## config.mk

```make
export PLATFORM = sky130hd
export DESIGN_NAME = reload_down_counter_flat
export DESIGN_NICKNAME = d
export VERILOG_FILES = /design/src/rtl/reload_down_pkg.sv /design/src/rtl/reload_down_counter_if.sv /design/src/rtl/reload_prescaler.sv /design/src/rtl/reload_down_counter.sv /design/src/flat_wrapper.sv
export SDC_FILE = /design/constraint.sdc
export NUM_CORES = 1
export LEC_CHECK = 0
export ABC_AREA = 1
export CELL_PAD_IN_SITES_DETAIL_PLACEMENT = 1
export CELL_PAD_IN_SITES_GLOBAL_PLACEMENT = 1
export CORE_MARGIN = 2
export CORE_UTILIZATION = 31
export CTS_CLUSTER_DIAMETER = 40
export DETAILED_ROUTE_END_ITERATION = 6
export PLACE_DENSITY_LB_ADDON = 0.1
export SYNTH_ARGS = -nofsm -noshare
export SYNTH_HDL_FRONTEND = slang
export SYNTH_SLANG_ARGS = --single-unit
```

## constraint.sdc

```tcl
create_clock -name clk -period 1.7 [get_ports clk]
set_input_delay 0.51 -clock clk [delete_from_list [all_inputs] [get_ports clk]]
set_output_delay 0.51 -clock clk [all_outputs]
set_load 0.005 [all_outputs]
```

## src/rtl/reload_down_pkg.sv

```systemverilog
// Shared types and defaults for the reload down-counter slice.
// Latency: n/a (declarations only).
// Backpressure: n/a (declarations only).
//
// Contents:
//   DEFAULT_WIDTH      default counter / reload value width in bits
//   DEFAULT_PRESCALE   default divide ratio minus one for the optional prescaler
//   state_t            two-state controller encoding (IDLE, RUN)
//   prescale_cnt_width width of the prescaler phase counter for a given ratio
package reload_down_pkg;

  localparam int DEFAULT_WIDTH    = 4;
  localparam int DEFAULT_PRESCALE = 3;

  typedef enum logic {
    IDLE = 1'b0,
    RUN  = 1'b1
  } state_t;

  // A prescale of 0 still needs a one-bit counter so the vector is legal.
  function automatic int unsigned prescale_cnt_width(input int unsigned prescale);
    return (prescale > 0) ? $clog2(prescale + 1) : 1;
  endfunction

endpackage

```

## src/rtl/reload_down_counter_if.sv

```systemverilog
// Control/status bundle between a host and the reload down-counter.
// Latency: none (wires only).
// Backpressure: none; every input is sampled on the clock it is presented.
//
// Signals:
//   load_i, load_val_i  write a new reload value
//   start_i, stop_i     begin / abort counting
//   oneshot_i           mode sampled on start (1 = stop at expiry)
//   count_o             current count
//   expire_o            one-cycle pulse when a zero count is consumed
//   busy_o              counter is running
// Modports: master = host side, slave = counter side.
interface reload_down_counter_if
  import reload_down_pkg::*;
#(
  parameter int WIDTH = DEFAULT_WIDTH
);

  logic             load_i;
  logic [WIDTH-1:0] load_val_i;
  logic             start_i;
  logic             stop_i;
  logic             oneshot_i;
  logic [WIDTH-1:0] count_o;
  logic             expire_o;
  logic             busy_o;

  modport master (
    output load_i,
    output load_val_i,
    output start_i,
    output stop_i,
    output oneshot_i,
    input  count_o,
    input  expire_o,
    input  busy_o
  );

  modport slave (
    input  load_i,
    input  load_val_i,
    input  start_i,
    input  stop_i,
    input  oneshot_i,
    output count_o,
    output expire_o,
    output busy_o
  );

endinterface

```

## src/rtl/reload_prescaler.sv

```systemverilog
// Count-enable divider: one tick every PRESCALE+1 enabled cycles.
// Latency: tick is combinational from the phase register; first tick PRESCALE cycles after clear.
// Backpressure: none; enable simply freezes the phase.
//
// Only built when RELOAD_DOWN_PRESCALE_EN is defined; otherwise this file is empty.
// Ports:
//   clk     clock, rising edge
//   reset   synchronous active-high reset, phase -> 0
//   enable  advance the phase this cycle
//   clear   restart the phase at 0 (wins over enable)
//   tick    high on the last phase of each period while enabled
`ifdef RELOAD_DOWN_PRESCALE_EN
module reload_prescaler
  import reload_down_pkg::*;
#(
  parameter int PRESCALE = DEFAULT_PRESCALE
) (
  input  logic clk,
  input  logic reset,
  input  logic enable,
  input  logic clear,
  output logic tick
);

  localparam int unsigned CW = prescale_cnt_width(PRESCALE);
  localparam logic [CW-1:0] TERM = CW'(PRESCALE);

  logic [CW-1:0] phase_q;

  assign tick = enable && (phase_q == TERM);

  always_ff @(posedge clk) begin
    if (reset || clear) begin
      phase_q <= '0;
    end else if (enable) begin
      phase_q <= tick ? '0 : phase_q + CW'(1);
    end
  end

endmodule
`endif

```

## src/rtl/reload_down_counter.sv

```systemverilog
// Loadable down-counter with one-shot or periodic reload and an expiry pulse.
// Latency: load/start/stop act on the next clock; expire_o is combinational in the zero cycle.
// Backpressure: none; all controls are accepted every cycle (stop beats start).
//
// Optional feature: define RELOAD_DOWN_PRESCALE_EN to divide the count enable by
// PRESCALE+1 through reload_prescaler; undefined, the count steps every RUN cycle.
// Ports:
//   clk    clock, rising edge
//   reset  synchronous active-high reset
//   bus    reload_down_counter_if.slave (load/start/stop/mode in, count/expire/busy out)
module reload_down_counter
  import reload_down_pkg::*;
#(
  parameter int WIDTH = DEFAULT_WIDTH
`ifdef RELOAD_DOWN_PRESCALE_EN
  ,
  parameter int PRESCALE = DEFAULT_PRESCALE
`endif
) (
  input  logic                 clk,
  input  logic                 reset,
  reload_down_counter_if.slave bus
);

  state_t           state_q, state_d;
  logic [WIDTH-1:0] count_q, count_d;
  logic [WIDTH-1:0] reload_q, reload_d;
  logic             oneshot_q, oneshot_d;
  logic             expire;
  logic             count_en;
  logic             run_entry;
  logic             run_stop;

  assign run_entry = (state_q == IDLE) && bus.start_i && !bus.stop_i;
  assign run_stop  = (state_q == RUN) && bus.stop_i;

`ifdef RELOAD_DOWN_PRESCALE_EN
  // Phase restarts whenever a run begins or is aborted, so every run sees
  // a full first period.
  reload_prescaler #(
    .PRESCALE (PRESCALE)
  ) u_prescaler (
    .clk    (clk),
    .reset  (reset),
    .enable (state_q == RUN),
    .clear  (run_entry || run_stop),
    .tick   (count_en)
  );
`else
  assign count_en = 1'b1;
`endif

  always_comb begin
    state_d   = state_q;
    count_d   = count_q;
    reload_d  = reload_q;
    oneshot_d = oneshot_q;
    expire    = 1'b0;

    // The reload register accepts a write in any state.
    if (bus.load_i) begin
      reload_d = bus.load_val_i;
    end

    case (state_q)
      IDLE: begin
        if (bus.load_i) begin
          count_d = bus.load_val_i;
        end
        if (run_entry) begin
          state_d   = RUN;
          oneshot_d = bus.oneshot_i;
        end
      end

      RUN: begin
        if (bus.stop_i) begin
          // Abort: count freezes and a pending zero never expires.
          state_d = IDLE;
        end else if (count_en) begin
          if (count_q != '0) begin
            count_d = count_q - WIDTH'(1);
          end else begin
            expire = 1'b1;
            if (oneshot_q) begin
              state_d = IDLE;
            end else begin
              // reload_d already carries a same-cycle load, giving the bypass.
              count_d = reload_d;
            end
          end
        end
      end
    endcase
  end

  always_ff @(posedge clk) begin
    if (reset) begin
      state_q   <= IDLE;
      count_q   <= '0;
      reload_q  <= '0;
      oneshot_q <= 1'b0;
    end else begin
      state_q   <= state_d;
      count_q   <= count_d;
      reload_q  <= reload_d;
      oneshot_q <= oneshot_d;
    end
  end

  assign bus.count_o  = count_q;
  assign bus.busy_o   = (state_q == RUN);
  // Reset overrides everything, including the combinational pulse.
  assign bus.expire_o = expire && !reset;

endmodule
```

## src/flat_wrapper.sv

```systemverilog
// flat-port wrapper written by rule: the top's interface ports become plain ports
module reload_down_counter_flat import reload_down_pkg::*;
#(
  parameter int WIDTH = DEFAULT_WIDTH

)
  (clk, reset, bus_load_i, bus_load_val_i, bus_start_i, bus_stop_i, bus_oneshot_i, bus_count_o, bus_expire_o, bus_busy_o);
  reload_down_counter_if #(.WIDTH(WIDTH)) bus_i ();
  input  logic clk;
  input  logic reset;
  input wire logic [$bits(bus_i.load_i)-1:0] bus_load_i;
  input wire logic [$bits(bus_i.load_val_i)-1:0] bus_load_val_i;
  input wire logic [$bits(bus_i.start_i)-1:0] bus_start_i;
  input wire logic [$bits(bus_i.stop_i)-1:0] bus_stop_i;
  input wire logic [$bits(bus_i.oneshot_i)-1:0] bus_oneshot_i;
  output wire logic [$bits(bus_i.count_o)-1:0] bus_count_o;
  output wire logic [$bits(bus_i.expire_o)-1:0] bus_expire_o;
  output wire logic [$bits(bus_i.busy_o)-1:0] bus_busy_o;
  assign bus_i.load_i = bus_load_i;
  assign bus_i.load_val_i = bus_load_val_i;
  assign bus_i.start_i = bus_start_i;
  assign bus_i.stop_i = bus_stop_i;
  assign bus_i.oneshot_i = bus_oneshot_i;
  assign bus_count_o = bus_i.count_o;
  assign bus_expire_o = bus_i.expire_o;
  assign bus_busy_o = bus_i.busy_o;
  reload_down_counter #(.WIDTH(WIDTH)) u_core (.clk(clk), .reset(reset), .bus(bus_i));
endmodule
```

* Yosys cells after proc, flatten, opt, wreduce, memory -nomap -nowiden
Index checks and enable logic that the tools add are counted.
** Storage, ports and cells
- Register bits :: 10
- Latch bits :: 0
- Memory bits (writable) :: 0
- Bits in read-only memories :: 0
- Input port bits :: 10
- Output and inout port bits :: 6
- Word-level logic and storage cells :: 31
- Memories kept :: 0
** Cells by class
- Add/subtract/negate cells :: 1
- Multipliers :: 0
- Divide/modulo/power cells :: 0
- Magnitude comparators :: 0
- Equal/unequal tests :: 3
- Shift-type cells :: 0
- Multiplexer cells :: 14
- Bitwise logic cells :: 1
- Reductions and logical operators :: 8
** Operators by type and width (count)
- two-way mux 4 bit :: 5
- case mux 4 bit (2 select lines) :: 1
- two-way mux 1 bit :: 7
- inequality test 2 bit (second input constant) :: 2
- nonzero test 4 bit :: 1
- subtractor 4 x 1 -> 4 bit (second input constant) :: 1
- logical AND 1 bit :: 3
- inequality test 3 bit (second input constant) :: 1
- AND reduction 3 bit :: 1
- zero test 1 bit :: 2
- case mux 1 bit (2 select lines) :: 1
- AND reduction 2 bit :: 1
- inverter 1 bit :: 1

* Logic depth before layout (Yosys ltp)
Gate-level depths: netlist (run 1).
- Depth after elaboration :: 5
- Mapped depth :: 9
- Gate-level depth less buffers :: 9

* Worst setup path before layout (run 1)
No wires, ideal clock.
- Path type :: flip-flop to output port
- Start point :: reg u_core.count_q[0], in the netlist u_core.bus.count_o[0]
- End point :: out bus_expire_o
- Arrival :: 0.954 ns
- Setup slack :: 0.236 ns
- Stages on the path, launching flop included :: 5
- Buffers on the path :: 0
- Cells stage by stage :: dfxtp_1 > inv_1 > ha_1 > nand2_1 > nor4_1
** Between the ends
- Longest elaborated chain between the ends :: 5
** Ends and longest elaborated chain
- from (decl) :: RTL line reload_down_counter.sv:26 : logic [WIDTH-1:0] count_q, count_d;
- from (signal assigned) :: RTL line reload_down_counter.sv:105 : count_q <= count_d;
- nonzero test 4 bit :: RTL line reload_down_counter.sv:81 : if (count_q != '0) begin
- two-way mux 1 bit :: RTL line reload_down_counter.sv:81
- two-way mux 1 bit :: RTL line reload_down_counter.sv:77 : if (bus.stop_i) begin
- two-way mux 1 bit :: RTL line reload_down_counter.sv:65 : case (state_q)
- logical AND 1 bit :: RTL line reload_down_counter.sv:114 : assign bus.expire_o = expire && !reset;
- to (decl) :: RTL line flat_wrapper.sv:17 : output wire logic [$bits(bus_i.expire_o)-1:0] bus_expire_o;
Every way passes these cells.

* Worst setup path in the final report (run 1)
- Start point :: in bus_stop_i
- End point :: out bus_expire_o
** Between the ends
- Longest elaborated chain between the ends :: 3
** Ends and longest elaborated chain
- from (decl) :: RTL line flat_wrapper.sv:14 : input wire logic [$bits(bus_i.stop_i)-1:0] bus_stop_i;
- two-way mux 1 bit :: RTL line reload_down_counter.sv:77
- two-way mux 1 bit :: RTL line reload_down_counter.sv:65
- logical AND 1 bit :: RTL line reload_down_counter.sv:114
Every way passes these cells.

==> results_tabular.tex, run 1 <==
\begin{tabular}{lr}
\hline
Metric & Value \\
\hline
\multicolumn{2}{l}{\textbf{Timing}} \\
Period utilization & 98.5\% \\
Measured slew at the worst slew-check pin & 0.255 ns \\
Final hold vios & 0 \\
Max Clock Skew & 0.00389 ns \\
Minimum setup slack in the final design & 0.0261 ns \\
Final setup violating endpoints & 0 \\
Final critical path time including I/O delays and setup & 1.67 ns \\
RSZ-0062 raised after global routing & true \\
Number of max-slew violations in the final report & 0 \\
Headroom to the max-slew limit & 82.8\% \\
Peak Freq & 0.597 GHz \\
\multicolumn{2}{l}{\textbf{Synthesis}} \\
Synthesized net count & 106 \\
Number of cells produced by synthesis & 94 \\
Cell Area, Synth & 594 um\^{}2 \\
Share of the yosys chip area belonging to registers & 33.7\% \\
Warnings, synthesis & 0 \\
Area fraction in and, or, nand and nor cells after synthesis & 44.6\% \\
Number of library cell types mapped by synthesis & 16 \\
Post-Synthesis Mean Instance Area & 6.32 um\^{}2 \\
Mux share of post-synthesis cell area & 0\% \\
Adder and majority cell fraction of the synthesized area & 4.21\% \\
Area fraction in compound gates after synthesis & 10.5\% \\
Post-synthesis register bit count & 10 \\
Xor-xnor portion of the synthesized cell area & 0\% \\
Largest family of logic cells by synthesized area & simple AND/OR/NAND/NOR gates \\
\multicolumn{2}{l}{\textbf{Setup path}} \\
Launch point of the critical path & bus\_stop\_i \\
Critical-path top delay cell & sky130\_fd\_sc\_hd\_\_dlygate4sd2\_1 \\
Worst-path fanout max & 2 \\
Critical Setup Path Class & primary input to output port \\
Critical path required time & 1.19 ns \\
R2R Path Start & u\_core.bus.count\_o[1]\$\_SDFFE\_PP0P\_ \\
Delay-heaviest family, CP & buffers and inverters \\
Worst Path Arrival & 1.16 ns \\
Setup crit start kind & primary input \\
Critical-path cell list & dlygate4sd2\_1 > nor4\_2 > buf\_2 \\
Worst Path Buf+Inv & 2 \\
Peak per-stage delay on the critical path & 0.25 ns \\
Critical path endpoint category & output port \\
\multicolumn{2}{l}{\textbf{Place}} \\
Number of port buffers & 15 \\
DPL Wire Length & 1430 um \\
Setup WS pre-CTS & -0.583 ns \\
\# placed instances & 146 \\
Global placer's final weighted congestion & 0.737 \\
\multicolumn{2}{l}{\textbf{Clocking}} \\
CTS clock-pin slew for the worst setup and hold paths & 0.07 ns \\
Clock tree from TritonCTS & built \\
Number of buffers inserted during clock tree synthesis & 3 \\
H-tree levels & 1 \\
CTS Hold Bufs & 0 \\
Root Buffer & sky130\_fd\_sc\_hd\_\_clkbuf\_4 \\
Number of buffers between clock root and the deepest sink & 2 \\
Clock Sink Count & 10 \\
Insertion delay to the later sink of the worst-skew pair & 0.27 ns \\
\multicolumn{2}{l}{\textbf{Floorplan}} \\
Die Y & 47.8 um \\
Initial core utilization & 33.7\% \\
Die width & 47.8 um \\
Number of placement rows & 15 \\
Die outline area & 0.00228 mm\^{}2 \\
Core Box Area & 0.00176 mm\^{}2 \\
Number of top-level pins & 16 \\
\multicolumn{2}{l}{\textbf{Global route}} \\
Remaining global-route overflow & 0 \\
Met2 demand-to-capacity share in global routing & 33.1\% \\
Total Routing Usage GR & 19.1\% \\
Met3 GRT Util & 2.26\% \\
Largest net degree at the start of global routing & 9 \\
GRT met1 Usage & 21.6\% \\
Number of global-route vias before repair & 699 \\
Busiest layer in global routing & met2 \\
First-pass GRT wire length & 2930 um \\
Number of antenna violations at the first check in global routing & 0 \\
\multicolumn{2}{l}{\textbf{Drt}} \\
Iteration count of the initial detailed-routing pass & 3 \\
Wire length per cell & 12.2 um \\
Vias per std cell & 4.60 \\
Final ANT Viol Nets & 0 \\
Via count & 694 \\
Routed wire length & 1840 um \\
Violation count after the first detailed-route iteration & 6 \\
Remaining design rule violation count & 0 \\
\multicolumn{2}{l}{\textbf{Hold path}} \\
Worst min path class & flip-flop to flip-flop \\
Hold path startpoint & u\_core.reload\_q[1]\$\_SDFF\_PP0\_ \\
\multicolumn{2}{l}{\textbf{Cells and area}} \\
Area growth syn-to-layout & 57.3\% \\
\# nets final & 139 \\
Post-route non-filler standard cell count & 151 \\
Filler cell count & 247 \\
Highest-count cells in the layout ignoring fill and taps & sky130\_fd\_sc\_hd\_\_nand2\_1 (31), sky130\_fd\_sc\_hd\_\_buf\_4 (13), sky130\_fd\_sc\_hd\_\_nor2\_1 (11) \\
N\_diodes & 0 \\
Share of cells above drive strength 1 & 27.8\% \\
Commonest non-fill, non-tap cell in the layout & sky130\_fd\_sc\_hd\_\_nand2\_1 \\
\multicolumn{2}{l}{\textbf{Status}} \\
Status & complete, no violations \\
\multicolumn{2}{l}{\textbf{Power}} \\
Switching portion of total power & 30.9\% \\
Combinational Power Share & 32.3\% \\
Net switching power of the design & 0.000222 W \\
Relative contribution of sequential cells to total power & 36.5\% \\
Clock share of power & 31.3\% \\
Peak supply drop & 0.442 mV \\
Static power due to leakage & 0.476 nW \\
Internal portion of total power & 0.000498 W \\
Pwr per Cell Area & 771 mW/mm\^{}2 \\
\multicolumn{2}{l}{\textbf{Run}} \\
Max-capacitance violation count & 0 \\
\hline
\end{tabular}
[final timing paths]
kind	to	slack (ns)	depth (start not counted)
setup / recovery	bus_expire_o	0.03	3
hold / removal	u_core.reload_q[1]$_SDFF_PP0_	0.47	2
setup reg to reg	u_core.bus.count_o[1]$_SDFFE_PP0P_	0.31	9
hold reg to reg	u_core.reload_q[1]$_SDFF_PP0_	0.47	2
[logic make-up after synthesis]
logic type,after synthesis
AOI/OAI and AO/OA,12
DFF,10
adders and majority gates,2
and+or+nand+nor,59
buffers and inverters,11
[registers in the layout (all words and copies together) (netlist names)]
name	flops
u_core.reload_q	4
u_core.oneshot_q	1
u_core.bus.busy_o	1
u_core.bus.count_o	4
[repair_timing]
item | CTS | global route
gates resized for setup | 14 | 7
buffers inserted | 1 | 0
cloned | 0 | 0
setup endpoints to repair | 5 | 2
pin swaps | 1 | 1
[cells in the mapped netlist]
master                      n  area, um^2
sky130_fd_sc_hd__buf_1      1        3.75
sky130_fd_sc_hd__nor2_4     1        11.3
sky130_fd_sc_hd__dfxtp_1   10         200
sky130_fd_sc_hd__nand3_1    9        45.0
sky130_fd_sc_hd__nor4_1     1        6.26
sky130_fd_sc_hd__o21bai_1   1        7.51
sky130_fd_sc_hd__ha_1       2        25.0
sky130_fd_sc_hd__or2_2      2        12.5
sky130_fd_sc_hd__nand2_4    2        22.5
sky130_fd_sc_hd__nor2_1    11        41.3
sky130_fd_sc_hd__o21ai_0    1        5.00
sky130_fd_sc_hd__a21oi_1   10        50.1
sky130_fd_sc_hd__nand2_1   32         120
sky130_fd_sc_hd__nand2_2    1        6.26
sky130_fd_sc_hd__inv_2      1        3.75
sky130_fd_sc_hd__inv_1      9        33.8
[power by group through the flow]
| stage | logic (W) | registers, W | clock network, W |
|---|---|---|---|
| after floorplan | 0.000104 | 0.000269 | 0 |
| final | 0.000232 | 0.000263 | 0.000225 |
| after detailed placement | 0.000225 | 0.000266 | 0 |
| after global placement | 0.000218 | 0.000264 | 0 |
| after global routing | 0.000260 | 0.000264 | 0.000243 |
| after CTS | 0.000225 | 0.000261 | 0.000231 |
[through the flow]
step	TNS (ns)	total power [W]	utilization [%]	hold WS [ns]	instance area (um^2)
after floorplan	0	0.000373	-	0.440	594
after global placement	-0.735	0.000481	49.3	0.456	870
after detailed placement	-0.942	0.000490	49.3	0.466	870
after CTS	-0.0905	0.000717	51.9	0.478	916
after global routing	-0.0403	0.000767	53.0	0.494	935
final	0	0.000720	53.0	0.475	935
[layer usage]
metal | vias up | share of wire [%]
li1 | 363 | -
met1 | 317 | 43
met2 | 10 | 54
met3 | 4 | 1.8
met4 | 0 | 1.7
met5 | - | 0
[layout make-up]
type / instances / area (um^2) / area share, %
well taps: 25 / 31.3 / 3.35
repair buffers: 29 / 250 / 26.8
clock buffers: 4 / 36.3 / 3.88
multi-input cells: 73 / 374 / 40.0
inverters: 10 / 37.5 / 4.02
flip-flops and latches: 10 / 205 / 22.0
[tightest hold or removal path, delay by kind of cell (launching register included)]
kind | cells | cell delay [ns]
flops | 1 | 0.30
simple gates | 1 | 0.07
compound gates | 1 | 0.06
Power figures use the tool's default switching activity.
==> run 2: changes to the inputs <==
Settings changed: PLACE_DENSITY set to 0.86, PLACE_DENSITY_LB_ADDON 0.1 to not set.
==> run 2 against run 1 <==
Net effect:
- hold slack better by 0.0066 ns
- register-to-register slack worse by 0.08 ns
- flip-flop and latch count stayed put
- via count is 3.2% higher
- clock-buffer cell count stayed put
- combinational power is 10% higher
- power is 2.1% higher
- non-clock buffer count is 3 higher
- critical endpoint unchanged
==> results_tabular.tex, run 2 (same netlist as run 1, synthesis figures left out) <==
\begin{tabular}{lr}
\hline
Metric & Value \\
\hline
\multicolumn{2}{l}{\textbf{Floorplan}} \\
Die width & 47.8 um (unchanged) \\
Initial core utilization & 33.7\% (unchanged) \\
Die outline area & 0.00228 mm\^{}2 (unchanged) \\
Core Box Area & 0.00176 mm\^{}2 (unchanged) \\
Number of placement rows & 15 (unchanged) \\
Number of top-level pins & 16 (unchanged) \\
Die Y & 47.8 um (unchanged) \\
\multicolumn{2}{l}{\textbf{Drt}} \\
Wire length per cell & 12.3 um (was 12.2 um) \\
Met3 routed WL & 57 um (was 33 um) \\
Met2 Wirelength & 962 um (was 983 um) \\
Remaining design rule violation count & 0 (unchanged) \\
Vias per std cell & 4.65 (was 4.60) \\
Routed wire length & 1890 um (was 1840 um) \\
Via count & 716 (was 694) \\
Uppermost metal layer occupied by signal nets & met4 (unchanged) \\
Post-route met1 wirelength & 861 um (was 789 um) \\
Violation count after the first detailed-route iteration & 5 (was 6) \\
Iteration count of the initial detailed-routing pass & 3 (unchanged) \\
Final ANT Viol Nets & 0 (unchanged) \\
\multicolumn{2}{l}{\textbf{Clocking}} \\
Clock tree from TritonCTS & built (unchanged) \\
H-tree levels & 1 (unchanged) \\
Number of buffers inserted during clock tree synthesis & 3 (unchanged) \\
Insertion delay to the later sink of the worst-skew pair & 0.26 ns (was 0.27 ns) \\
CTS clock-pin slew for the worst setup and hold paths & 0.08 ns (was 0.07 ns) \\
Number of buffers between clock root and the deepest sink & 2 (unchanged) \\
Clock Sink Count & 10 (unchanged) \\
Root Buffer & sky130\_fd\_sc\_hd\_\_clkbuf\_4 (unchanged) \\
\multicolumn{2}{l}{\textbf{Timing}} \\
Number of max-slew violations in the final report & 0 (unchanged) \\
Minimum setup slack in the final design & 0.0470 ns (was 0.0261 ns) \\
Final hold vios & 0 (unchanged) \\
Max Clock Skew & 0.00594 ns (was 0.00389 ns) \\
Final setup violating endpoints & 0 (unchanged) \\
Final critical path time including I/O delays and setup & 1.65 ns (was 1.67 ns) \\
Peak Freq & 0.605 GHz (was 0.597 GHz) \\
RSZ-0062 raised after global routing & true (unchanged) \\
Headroom to the max-slew limit & 82.8\% (about the same) \\
Period utilization & 97.2\% (was 98.5\%) \\
Fin Setup TNS & 0 ns (unchanged) \\
Measured slew at the worst slew-check pin & 0.258 ns (was 0.255 ns) \\
\multicolumn{2}{l}{\textbf{Place}} \\
Number of port buffers & 15 (unchanged) \\
Global placer's final weighted congestion & 0.770 (was 0.737) \\
\# placed instances & 148 (was 146) \\
Setup WS pre-CTS & -0.603 ns (was -0.583 ns) \\
DPL Wire Length & 1470 um (was 1430 um) \\
\multicolumn{2}{l}{\textbf{Global route}} \\
Remaining global-route overflow & 0 (unchanged) \\
Largest net degree at the start of global routing & 9 (unchanged) \\
Number of antenna violations at the first check in global routing & 0 (unchanged) \\
Total Routing Usage GR & 18.9\% (was 19.1\%) \\
Number of global-route vias before repair & 709 (was 699) \\
First-pass GRT wire length & 2990 um (was 2930 um) \\
\multicolumn{2}{l}{\textbf{Cells and area}} \\
Filler cell count & 248 (was 247) \\
\# nets final & 142 (was 139) \\
Highest-count cells in the layout ignoring fill and taps & sky130\_fd\_sc\_hd\_\_nand2\_1 (31), sky130\_fd\_sc\_hd\_\_buf\_4 (15), sky130\_fd\_sc\_hd\_\_nor2\_1 (10), sky130\_fd\_sc\_hd\_\_a21oi\_1 (10), sky130\_fd\_sc\_hd\_\_nand3\_1 (9) (was sky130\_fd\_sc\_hd\_\_nand2\_1 (31), sky130\_fd\_sc\_hd\_\_buf\_4 (13), sky130\_fd\_sc\_hd\_\_nor2\_1 (11)) \\
Post-route non-filler standard cell count & 154 (was 151) \\
Area growth syn-to-layout & 64.0\% (was 57.3\%) \\
Commonest non-fill, non-tap cell in the layout & sky130\_fd\_sc\_hd\_\_nand2\_1 (unchanged) \\
Share of cells above drive strength 1 & 30.2\% (was 27.8\%) \\
N\_diodes & 0 (unchanged) \\
\multicolumn{2}{l}{\textbf{Status}} \\
Status & complete, no violations (unchanged) \\
\multicolumn{2}{l}{\textbf{Setup path}} \\
Critical path required time & 1.19 ns (about the same) \\
Critical Setup Path Class & primary input to output port (unchanged) \\
Worst-path fanout max & 2 (unchanged) \\
Setup crit start kind & primary input (unchanged) \\
Worst Path Arrival & 1.14 ns (was 1.16 ns) \\
Critical path endpoint category & output port (unchanged) \\
\multicolumn{2}{l}{\textbf{Power}} \\
Internal portion of total power & 0.000510 W (was 0.000498 W) \\
Net switching power of the design & 0.000225 W (was 0.000222 W) \\
Static power due to leakage & 0.485 nW (was 0.476 nW) \\
Combinational Power Share & 34.8\% (was 32.3\%) \\
Relative contribution of sequential cells to total power & 35.8\% (was 36.5\%) \\
Switching portion of total power & 30.6\% (was 30.9\%) \\
Peak supply drop & 0.396 mV (was 0.442 mV) \\
Pwr per Cell Area & 754 mW/mm\^{}2 (was 771 mW/mm\^{}2) \\
Clock share of power & 29.4\% (was 31.3\%) \\
\multicolumn{2}{l}{\textbf{Hold path}} \\
Worst min path class & flip-flop to flip-flop (unchanged) \\
\multicolumn{2}{l}{\textbf{Run}} \\
Max-capacitance violation count & 0 (unchanged) \\
\hline
\end{tabular}
-- run 2: layout make-up --
type                            instances  area (um^2)  area share (%)
Tap cell                               25         31.3            3.21
Timing Repair Buffer                   32          274            28.1
Clock buffer                            4         36.3            3.72
Inverter                               10         37.5            3.85
Sequential cell                        10          205            21.1
Multi-Input combinational cell         73          390            40.1
-- run 2: per-layer routing --
metal  GRT usage, %  up-vias
met1           23.0      334
li1               -      367
met3           2.26        2
met4           4.86        0
met5              0        -
met2           34.7       13
-- run 2: power by group through the flow --
| stage | sequential, W | clock, W | combinational (W) |
|---|---|---|---|
| global placement | 0.000264 | 0 | 0.000222 |
| CTS | 0.000263 | 0.000221 | 0.000248 |
| finish | 0.000263 | 0.000216 | 0.000256 |
| floorplan | 0.000269 | 0 | 0.000104 |
| detailed placement | 0.000265 | 0 | 0.000232 |
| global route | 0.000265 | 0.000234 | 0.000283 |
-- run 2: final timing paths --
path	from	end	slack [ns]	depth (start not counted)
setup / recovery	bus_stop_i	bus_expire_o	0.05	3
hold / removal	u_core.reload_q[0]$_SDFF_PP0_	u_core.reload_q[0]$_SDFF_PP0_	0.48	2
setup reg to reg	u_core.bus.count_o[1]$_SDFFE_PP0P_	u_core.bus.count_o[2]$_SDFFE_PP0P_	0.23	11
hold reg to reg	u_core.reload_q[0]$_SDFF_PP0_	u_core.reload_q[0]$_SDFF_PP0_	0.48	2
-- run 2: critical path, stage by stage --
cell and delay [ns]:
sky130_fd_sc_hd__clkdlybuf4s15_1 0.22, sky130_fd_sc_hd__nor4_4 0.27, sky130_fd_sc_hd__buf_2 0.14
-- run 2: what timing repair did --
item | 4_1_cts | 5_1_grt
endpoints found under the hold margin | 0 | 0
setup endpoints to repair | 5 | 1
buffers inserted | 2 | 0
hold buffers | 0 | 0
pin swaps | 2 | 0
resized for setup | 24 | 2
-- run 2: through the flow --
stage	power [W]	instance area (um^2)	hold WS (ns)	utilization [%]
after global placement	0.000486	885	0.458	50.1
after CTS	0.000732	961	0.483	54.5
after floorplan	0.000373	594	0.440	-
after detailed placement	0.000497	885	0.471	50.1
final	0.000735	975	0.482	55.2
after global routing	0.000781	975	0.520	55.2
